`config.mk`:
```
export PLATFORM = sky130hd
export DESIGN_NAME = uart_rx_ctrl
export DESIGN_NICKNAME = d
export VERILOG_FILES = /design/src/rtl/uart_rx_ctrl.sv
export SDC_FILE = /design/constraint.sdc
export NUM_CORES = 1
export LEC_CHECK = 0
export ABC_CLOCK_PERIOD_IN_PS = 3740
export CORE_UTILIZATION = 42
export DETAILED_ROUTE_END_ITERATION = 16
export GPL_TIMING_DRIVEN = 0
export PLACE_DENSITY_LB_ADDON = 0.15
export SLEW_MARGIN = 20
export SYNTH_ARGS = -nofsm -noshare
export SYNTH_HDL_FRONTEND = slang
export SYNTH_SLANG_ARGS = --single-unit
```
`constraint.sdc`:
```
create_clock -name clk -period 3.74 [get_ports clk]
set_input_delay 0.374 -clock clk [delete_from_list [all_inputs] [get_ports clk]]
set_output_delay 0.374 -clock clk [all_outputs]
set_load 0.005 [all_outputs]
```
`src/rtl/uart_rx_ctrl.sv`:
```
// uart_rx_ctrl
//   Sits between a UART byte receiver and a host. Each completed byte is
//   captured, acknowledged back to the receiver, and queued in a small
//   show-ahead FIFO. Sticky status flags and a registered interrupt cover
//   overflow, parity, framing and idle-character timeout.
//
// Ports
//   clk, reset_n        system clock / asynchronous active-low reset
//   baud_tick           16x baud pulse, drives the idle timeout counter
//   rx_stop_strobe      receiver byte-complete pulse
//   rx_byte             received byte (valid with rx_stop_strobe)
//   rx_parity_err       parity error for that byte (valid with strobe)
//   rx_framing_err      receiver framing error pulse
//   rx_idle             receiver line idle
//   rx_read_byte        one-clk acknowledge to the receiver
//   rx_clear_parity     one-clk pulse clearing the receiver parity flag
//   rd_en               host pop request
//   rd_data             FIFO head byte, 8'h00 when empty
//   rd_valid            FIFO not empty
//   level               FIFO occupancy 0..FIFO_DEPTH
//   thresh              level interrupt threshold, 0 disables
//   irq_en              global interrupt enable
//   clr_status          clears all sticky flags
//   status              sticky {timeout, framing_err, parity_err, overflow}
//   irq                 registered interrupt
//
//   state    | meaning
//   ---------+-------------------------------------------------------
//   IDLE     | waiting for rx_stop_strobe
//   CAPTURE  | byte latched; written to FIFO tail on this edge
//   ACK      | rx_read_byte (and optional rx_clear_parity) asserted
module uart_rx_ctrl #(
  parameter int FIFO_DEPTH    = 4,
  parameter int TIMEOUT_TICKS = 640
) (
  input  logic       clk,
  input  logic       reset_n,
  input  logic       baud_tick,
  input  logic       rx_stop_strobe,
  input  logic [7:0] rx_byte,
  input  logic       rx_parity_err,
  input  logic       rx_framing_err,
  input  logic       rx_idle,
  output logic       rx_read_byte,
  output logic       rx_clear_parity,
  input  logic       rd_en,
  output logic [7:0] rd_data,
  output logic       rd_valid,
  output logic [4:0] level,
  input  logic [4:0] thresh,
  input  logic       irq_en,
  input  logic       clr_status,
  output logic [3:0] status,
  output logic       irq
);

  localparam int AW = (FIFO_DEPTH > 1) ? $clog2(FIFO_DEPTH) : 1;
  localparam int CW = $clog2(TIMEOUT_TICKS + 1);
  localparam logic [CW-1:0] TO_LAST = CW'(TIMEOUT_TICKS - 1);
  localparam logic [4:0] DEPTH_L = 5'(FIFO_DEPTH);

  typedef enum logic [1:0] {ST_IDLE, ST_CAPTURE, ST_ACK} state_e;

  state_e          state_q, state_d;
  logic [7:0]      cap_byte_q, cap_byte_d;
  logic            cap_par_q, cap_par_d;
  logic [AW-1:0]   head_q, head_d, tail_q, tail_d;
  logic [4:0]      level_q, level_d;
  logic [CW-1:0]   to_cnt_q, to_cnt_d;
  logic [3:0]      status_q, status_d;
  logic            irq_q, irq_d;

  logic [7:0]      mem_byte [FIFO_DEPTH];
  logic            mem_par  [FIFO_DEPTH];

  logic empty, full, push, pop, cap_ovf, busy_strobe, to_hit;
  logic [3:0] status_set;

  // FSM next state and receiver handshake outputs
  always_comb begin
    state_d         = state_q;
    cap_byte_d      = cap_byte_q;
    cap_par_d       = cap_par_q;
    rx_read_byte    = 1'b0;
    rx_clear_parity = 1'b0;
    case (state_q)
      ST_IDLE: begin
        if (rx_stop_strobe) begin
          state_d    = ST_CAPTURE;
          cap_byte_d = rx_byte;
          cap_par_d  = rx_parity_err;
        end
      end
      ST_CAPTURE: state_d = ST_ACK;
      ST_ACK: begin
        state_d         = ST_IDLE;
        rx_read_byte    = 1'b1;
        rx_clear_parity = cap_par_q;
      end
      default: state_d = ST_IDLE;
    endcase
  end

  assign empty       = (level_q == 5'd0);
  assign full        = (level_q == DEPTH_L);
  assign pop         = rd_en & ~empty;
  // A pop on the same edge frees the slot, so a full FIFO still accepts.
  assign push        = (state_q == ST_CAPTURE) & (~full | pop);
  assign cap_ovf     = (state_q == ST_CAPTURE) & full & ~pop;
  assign busy_strobe = rx_stop_strobe & (state_q != ST_IDLE);

  always_comb begin
    head_d  = head_q;
    tail_d  = tail_q;
    level_d = level_q;
    if (pop)  head_d = head_q + AW'(1);
    if (push) tail_d = tail_q + AW'(1);
    case ({push, pop})
      2'b10:   level_d = level_q + 5'd1;
      2'b01:   level_d = level_q - 5'd1;
      default: level_d = level_q;
    endcase
  end

  // Idle timeout: counter sticks at its last value once reached, so the
  // flag re-asserts on later ticks until traffic resumes.
  always_comb begin
    to_cnt_d = to_cnt_q;
    to_hit   = 1'b0;
    if (push | pop | empty) begin
      to_cnt_d = '0;
    end else if (baud_tick & rx_idle) begin
      if (to_cnt_q == TO_LAST) to_hit = 1'b1;
      else                     to_cnt_d = to_cnt_q + CW'(1);
    end
  end

  assign status_set = {to_hit, rx_framing_err, pop & mem_par[head_q], cap_ovf | busy_strobe};

  always_comb begin
    status_d = status_set | (status_q & ~{4{clr_status}});
    irq_d    = irq_en & (((thresh != 5'd0) & (level_q >= thresh)) | (|status_q));
  end

  always_ff @(posedge clk or negedge reset_n) begin
    if (!reset_n) begin
      state_q    <= ST_IDLE;
      cap_byte_q <= 8'h00;
      cap_par_q  <= 1'b0;
      head_q     <= '0;
      tail_q     <= '0;
      level_q    <= 5'd0;
      to_cnt_q   <= '0;
      status_q   <= 4'b0000;
      irq_q      <= 1'b0;
    end else begin
      state_q    <= state_d;
      cap_byte_q <= cap_byte_d;
      cap_par_q  <= cap_par_d;
      head_q     <= head_d;
      tail_q     <= tail_d;
      level_q    <= level_d;
      to_cnt_q   <= to_cnt_d;
      status_q   <= status_d;
      irq_q      <= irq_d;
    end
  end

  // Storage needs no reset; rd_data is masked while empty.
  always_ff @(posedge clk) begin
    if (push) begin
      mem_byte[tail_q] <= cap_byte_q;
      mem_par[tail_q]  <= cap_par_q;
    end
  end

  assign rd_data  = empty ? 8'h00 : mem_byte[head_q];
  assign rd_valid = ~empty;
  assign level    = level_q;
  assign status   = status_q;
  assign irq      = irq_q;

endmodule

```
==> impl_metrics.tcl, run 1 <==
set metrics [dict create \
    outcome "finished clean" \
    area_growth_pct 24.7 \
    die-area_um2 8050 \
    die_y_um 89.7 \
    synth-seq-cells 71 \
    h-tree-depth 3 \
    seq_area_frac_synth 0.606 \
    path_class "reg2reg" \
    p_switching_uw 769 \
    setup_viol 0 \
    sequentialPowerShare 0.422 \
    final_cell_mix "clkdlybuf4s50_1 (41), edfxtp_1 (36), dfrtp_1 (35), and2_1 (15), inv_1 (14)" \
    hold-path-cell-count 3 \
    antenna_left 0 \
    slew_violations 0 \
    drive_above_1_share 0.175 \
    antenna_found_initial 0 \
    powerDensity_nw_per_um2 658 \
    boundaryPins 44 \
    finClkSkew_ns 0.00706 \
    arrival_ns 3.25 \
    diodes 0 \
    track_usage 0.157 \
    synth_top_area_share 0.335 \
    grt_pass1_vias 2021 \
    cts_tree "done" \
    worst_setup_path_start_kind "register" \
    required_ns 4.01 \
    drc 0 \
    wl_mm 5.86 \
    grt_first_pass_wirelength_mm 9.73 \
    rows 31 \
    fillers 612 \
    fin_crit_sh 0.796 \
    place_inst 374 \
    dieWidth_um 89.7 \
    start_util 0.441 \
    clock_latency_ns 0.34 \
    crit_fanout 9 \
    cts_buffers 9 \
    stdcell_area_um2 4030 \
    coreArea_um2 7330 \
    drt_iter0_markers 110 \
    yosys_warnings 0 \
    dr.pass1.iters 4 \
    synthTopCellsByArea "edfxtp_1 (33%), dfrtp_1 (27%), mux4_2 (6.3%), ha_1 (5.0%), mux2_2 (3.8%)" \
    finalNonFillerCells 391 \
    grt_overflow 0 \
    reg2reg_depth 10 \
    maxCapViolCount 0 \
    place_area_um2 3790 \
    p_clk_frac 0.261 \
    synthCells 232 \
    fin_hold_ws_ns 0.395 \
    yosys.area.top_type "edfxtp_1" \
    io_buffers 42 \
    nets 323 \
    cellLeakagePower_uw 0.00155 \
    hold_class "in2reg" \
    ys_types 48 \
    synth_area_um2 3230 \
    p_sw_frac 0.290 \
    fin_tns_setup_ns 0 \
    combinationalPowerShare 0.316 \
    internal_power_uw 1880 \
    max_freq_mhz 336 \
    ctsRootBufferMaster "clkbuf_8" \
    path_clk_slew_ns 0.08 \
    cts.sinks 71 \
    mostFrequentLayoutCell "clkdlybuf4s50_1" \
    hold_viol 0 \
    end_kind "register" \
    vias 1990 \
    rsz0062_at_grt "no" \
    place.gp.congestion 0.727 \
    totalPowerFinal_uw 2650 \
    dp_hpwl_mm 3.96 \
    via_per_inst 5.09 \
    cts_resized 0 \
    clockBufferDepth 2 \
    grt_max_degree 28 \
    synth_area_per_cell_um2 13.9 \
    ir_drop_mv 0.218 \
    synth_nets 268 \
    relSlewSlack 0.566 \
    layout_min_cycle_time_ns 2.98 \
    wl_per_cell_um 15.0 \
    worst_slew_pin_slew_ns 0.651 \
]
-- kinds of logic after synthesis --
logic type,after synthesis,synth area share
and+or+nand+nor,60,0.110
adders and majority gates,13,0.0503
muxes,23,0.110
buffers and inverters,23,0.0325
xor gates and xnor gates,9,0.0244
DFF,71,0.606
AOI/OAI and AO/OA,33,0.0662
-- synth_stat cells, drive strengths merged --
master,count
mux2,11
or4,4
a21o,1
o22ai,1
nor3b,2
nor4b,1
or4b,1
o32ai,2
nand4,2
ha,13
and3,2
nor3,1
nor2,6
dfrtp,35
inv,14
o31a,1
clkbuf,3
o211a,1
a211oi,1
o21a,1
edfxtp,36
xnor2,5
or3,5
a31oi,1
nor2b,1
nand4b,1
o31ai,2
mux4,9
and2,15
a21oi,7
a22oi,1
buf,6
o21ai,10
nand2b,2
nand3,4
xor2,4
or2,4
o211ai,2
mux2i,3
o41ai,1
nor4,1
nand2,8
a32o,1
-- flip-flops by register name, summed over array words and instances (netlist names), 2 cells and up --
signal	flops
mem_byte	32
to_cnt_q	10
cap_byte_q	8
level	5
mem_par	4
status	4
head_q	2
state_q	2
tail_q	2
-- layout make-up --
class | count | area [µm²] | share of cell area
plain buffers | 9 | 52.6 | 0.0130
multi-input cells | 138 | 1170 | 0.290
flip-flops and latches | 71 | 1960 | 0.486
well taps | 99 | 124 | 0.0308
repair buffers | 44 | 445 | 0.111
clock buffers | 9 | 124 | 0.0308
inverters | 14 | 52.6 | 0.0130
clock inverters | 7 | 104 | 0.0258
-- per-stage QoR --
stage          utilization  setup slack, ns
2_1_floorplan            -            0.994
3_3_place_gp         0.515            0.803
3_5_place_dp         0.517            0.785
4_1_cts              0.549            0.756
5_1_grt              0.549            0.598
6_report             0.549            0.763
-- power groups by stage --
stage,clock network [µW],registers (µW),logic [µW]
4_1_cts,706,1120,855
3_3_place_gp,0,1130,839
5_1_grt,731,1140,931
2_1_floorplan,0,1100,517
3_5_place_dp,0,1140,852
6_report,693,1120,839
-- per-layer routing --
metal / routed length [µm] / vias up / GRT usage
met5: 0 / - / 0
met4: 96 / 0 / 0.0779
met3: 234 / 7 / 0.0355
met2: 2790 / 40 / 0.256
met1: 2740 / 976 / 0.198
li1: - / 967 / -
-- what timing repair did --
action | in CTS | in global routing
hold endpoints to repair | 8 | 0
hold buffers | 1 | 0
setup buffers | 0 | 0
setup endpoints to repair | 0 | 0
-- path summary, 6_finish.rpt --
check                                       endpoint                 start  slack, ns
setup / recovery                level[4]$_DFFE_PN0P_  level[1]$_DFFE_PN0P_       0.76
hold / removal                 head_q[1]$_DFFE_PN0P_                 rd_en       0.40
setup reg to reg                level[4]$_DFFE_PN0P_  level[1]$_DFFE_PN0P_       0.76
hold reg to reg                  status[2]$_DFF_PN0_   status[2]$_DFF_PN0_       0.51
max in group asynchronous  cap_byte_q[4]$_DFFE_PN0P_               reset_n       2.89
min in group asynchronous  cap_byte_q[1]$_DFFE_PN0P_               reset_n       0.41
-- critical path: stages, from the launching register on --
cell and delay, ns:
dfrtp_1 0.51, or4_4 0.59, nor3b_1 0.23, nor2_1 0.15, inv_1 0.09, ha_1 0.12, clkbuf_1 0.28, inv_1 0.15
or3_2 0.46, mux2i_1 0.17, xor2_1 0.15
(Power assumes the default switching activity.)
==> inputs of run 2 (changes only) <==
--- a/config.mk
+++ b/config.mk
@@ -5,7 +5,7 @@
 export SDC_FILE = /design/constraint.sdc
 export NUM_CORES = 1
 export LEC_CHECK = 0
-export ABC_CLOCK_PERIOD_IN_PS = 3740
+export ABC_CLOCK_PERIOD_IN_PS = 2800
 export CORE_UTILIZATION = 42
 export DETAILED_ROUTE_END_ITERATION = 16
 export GPL_TIMING_DRIVEN = 0
==> constraint.sdc (replaced) <==
create_clock -name clk -period 2.8 [get_ports clk]
set_input_delay 0.28 -clock clk [delete_from_list [all_inputs] [get_ports clk]]
set_output_delay 0.28 -clock clk [all_outputs]
set_load 0.005 [all_outputs]
==> impl_metrics.tcl, run 2 (synthesis gave the netlist of run 1 again) <==
set metrics [dict create \
    cts_tree "done" \
    wl_per_cell_um 15.1 \
    dieWidth_um 89.7 \
    top_register "mem_byte" \
    die-area_um2 8050 \
    final-seq-area_um2 1960 \
    antenna_found_initial 0 \
    wl_mm 5.98 \
    required_ns 3.07 \
    outcome "finished clean" \
    end_kind "register" \
    hold_class "in2reg" \
    cts.sinks 71 \
    use_met3 0.0355 \
    setup_viol 0 \
    rows 31 \
    arrival_ns 2.96 \
    h-tree-depth 3 \
    nets 328 \
    final_cell_mix "clkdlybuf4s50_1 (41), edfxtp_1 (36), dfrtp_1 (33), and2_1 (15), inv_1 (14)" \
    dp_slack_ns -0.155 \
    grt_util_met2 0.256 \
    worst_setup_path_start_kind "register" \
    fillers 607 \
    clock_latency_ns 0.34 \
    path_class "reg2reg" \
    cts_buffers 9 \
    dr.pass1.iters 4 \
    stdcell_area_um2 4090 \
    start_util 0.441 \
    drc 0 \
    cellLeakagePower_uw 0.00158 \
    area_growth_pct 26.5 \
    top_usage_layer "met2" \
    boundaryPins 44 \
    antenna_left 0 \
    finalNonFillerCells 396 \
    place_area_um2 3790 \
    die_y_um 89.7 \
    fin_crit_sh 0.961 \
    grt_pass1_vias 2008 \
    grt_max_degree 28 \
    layout_min_cycle_time_ns 2.69 \
    path_clk_slew_ns 0.08 \
    multi_input_area_um2 1180 \
    largest_reg_flops 32 \
    drt_iter0_markers 117 \
    slew_violations 0 \
    rsz0062_at_grt "no" \
    diodes 0 \
    fin_ws_ns 0.109 \
    slowest_delay_ns 0.55 \
    dp_hpwl_mm 3.96 \
    clockBufferDepth 2 \
    drive_above_1_share 0.205 \
    via_per_inst 5.12 \
    grt_overflow 0 \
    ctsRootBufferMaster "clkbuf_8" \
    met1_usage 0.203 \
    track_usage 0.159 \
    powerDensity_nw_per_um2 887 \
    totalPowerFinal_uw 3620 \
    maxCapViolCount 0 \
    worst_slew_pin_slew_ns 0.652 \
    vias 2026 \
    place.gp.congestion 0.727 \
    crit_fanout 6 \
    max_freq_mhz 372 \
    path_cells "or4_4 -> o211a_1 -> buf_6 -> xor2_2 -> ha_2 -> o31a_2 -> or3_4 -> mux2i_1 -> xor2_1" \
    reg_top3 "mem_byte: 32 flops, to_cnt_q: 10 flops, cap_byte_q: 8 flops" \
    relSlewSlack 0.566 \
    mostFrequentLayoutCell "clkdlybuf4s50_1" \
    place_inst 374 \
    finClkSkew_ns 0.00634 \
    grt_first_pass_wirelength_mm 9.80 \
    ir_drop_mv 0.292 \
    io_buffers 42 \
    coreArea_um2 7330 \
    hold_viol 0 \
    cp_slowest_cell "or4_4" \
]
## run 2: changes by cell type in the layout (fill, tap and decap cells not counted), sizes merged
cell    change
buf         +6
clkbuf      -1
## run 2: layout make-up
class | instances | share of cell area
buffer | 8 | 0.0119
clock buffer | 9 | 0.0303
clock inverter | 7 | 0.0254
inverter | 14 | 0.0129
multi-input combinational | 138 | 0.289
sequential | 71 | 0.480
tap | 99 | 0.0303
timing repair buffer | 50 | 0.120
## run 2: worst max-delay path: cells and delay by family, from the launching register on
| family | cells | cell delay, ns |
|---|---|---|
| compound gates | 2 | 0.53 |
| xor+xnor | 2 | 0.29 |
| fa+ha+maj | 1 | 0.21 |
| buf+inv | 1 | 0.13 |
| flops | 1 | 0.42 |
| mux | 1 | 0.17 |
| simple gates | 2 | 0.87 |
## run 2: path summary, 6_finish.rpt
check                                      from                         to  slack, ns  cells after the start
hold reg to reg             status[2]$_DFF_PN0_        status[2]$_DFF_PN0_       0.51                      1
min in group asynchronous               reset_n  cap_byte_q[1]$_DFFE_PN0P_       0.32                      2
hold / removal                            rd_en      head_q[1]$_DFFE_PN0P_       0.30                      3
max in group asynchronous               reset_n       level[1]$_DFFE_PN0P_       2.04                      3
setup / recovery           level[0]$_DFFE_PN0P_       level[4]$_DFFE_PN0P_       0.11                      9
setup reg to reg           level[0]$_DFFE_PN0P_       level[4]$_DFFE_PN0P_       0.11                      9
## run 2: power breakdown
part | leakage (µW) | total (µW) | internal [µW] | switching (µW)
sequential | 0.000762 | 1470 | 1330 | 136
combinational | 0.000701 | 1240 | 729 | 507
clock | 0.000115 | 924 | 514 | 410
total | 0.00158 | 3620 | 2570 | 1050
## run 2: per-layer routing
metal / vias to the layer above / share of wire / wire (µm)
li1: 980 / - / -
met1: 993 / 0.47 / 2800
met2: 46 / 0.47 / 2840
met3: 7 / 0.041 / 247
met4: 0 / 0.016 / 96
met5: - / 0 / 0
## run 2: stage by stage
stage | util | TNS (ns) | hold slack, ns
after floorplan | - | 0 | -0.0156
after global placement | 0.515 | -0.137 | 0.493
after detailed placement | 0.517 | -0.155 | 0.164
after CTS | 0.552 | 0 | 0.283
after global routing | 0.557 | 0 | 0.295
final | 0.557 | 0 | 0.303
## run 2: repair_timing
item                       in CTS  in global routing
hold endpoints to repair        8                  0
gates resized for setup         2                  3
pin swaps                       0                  3
hold buffers                    1                  0
buffers inserted                3                  3
setup endpoints to repair       9                  1
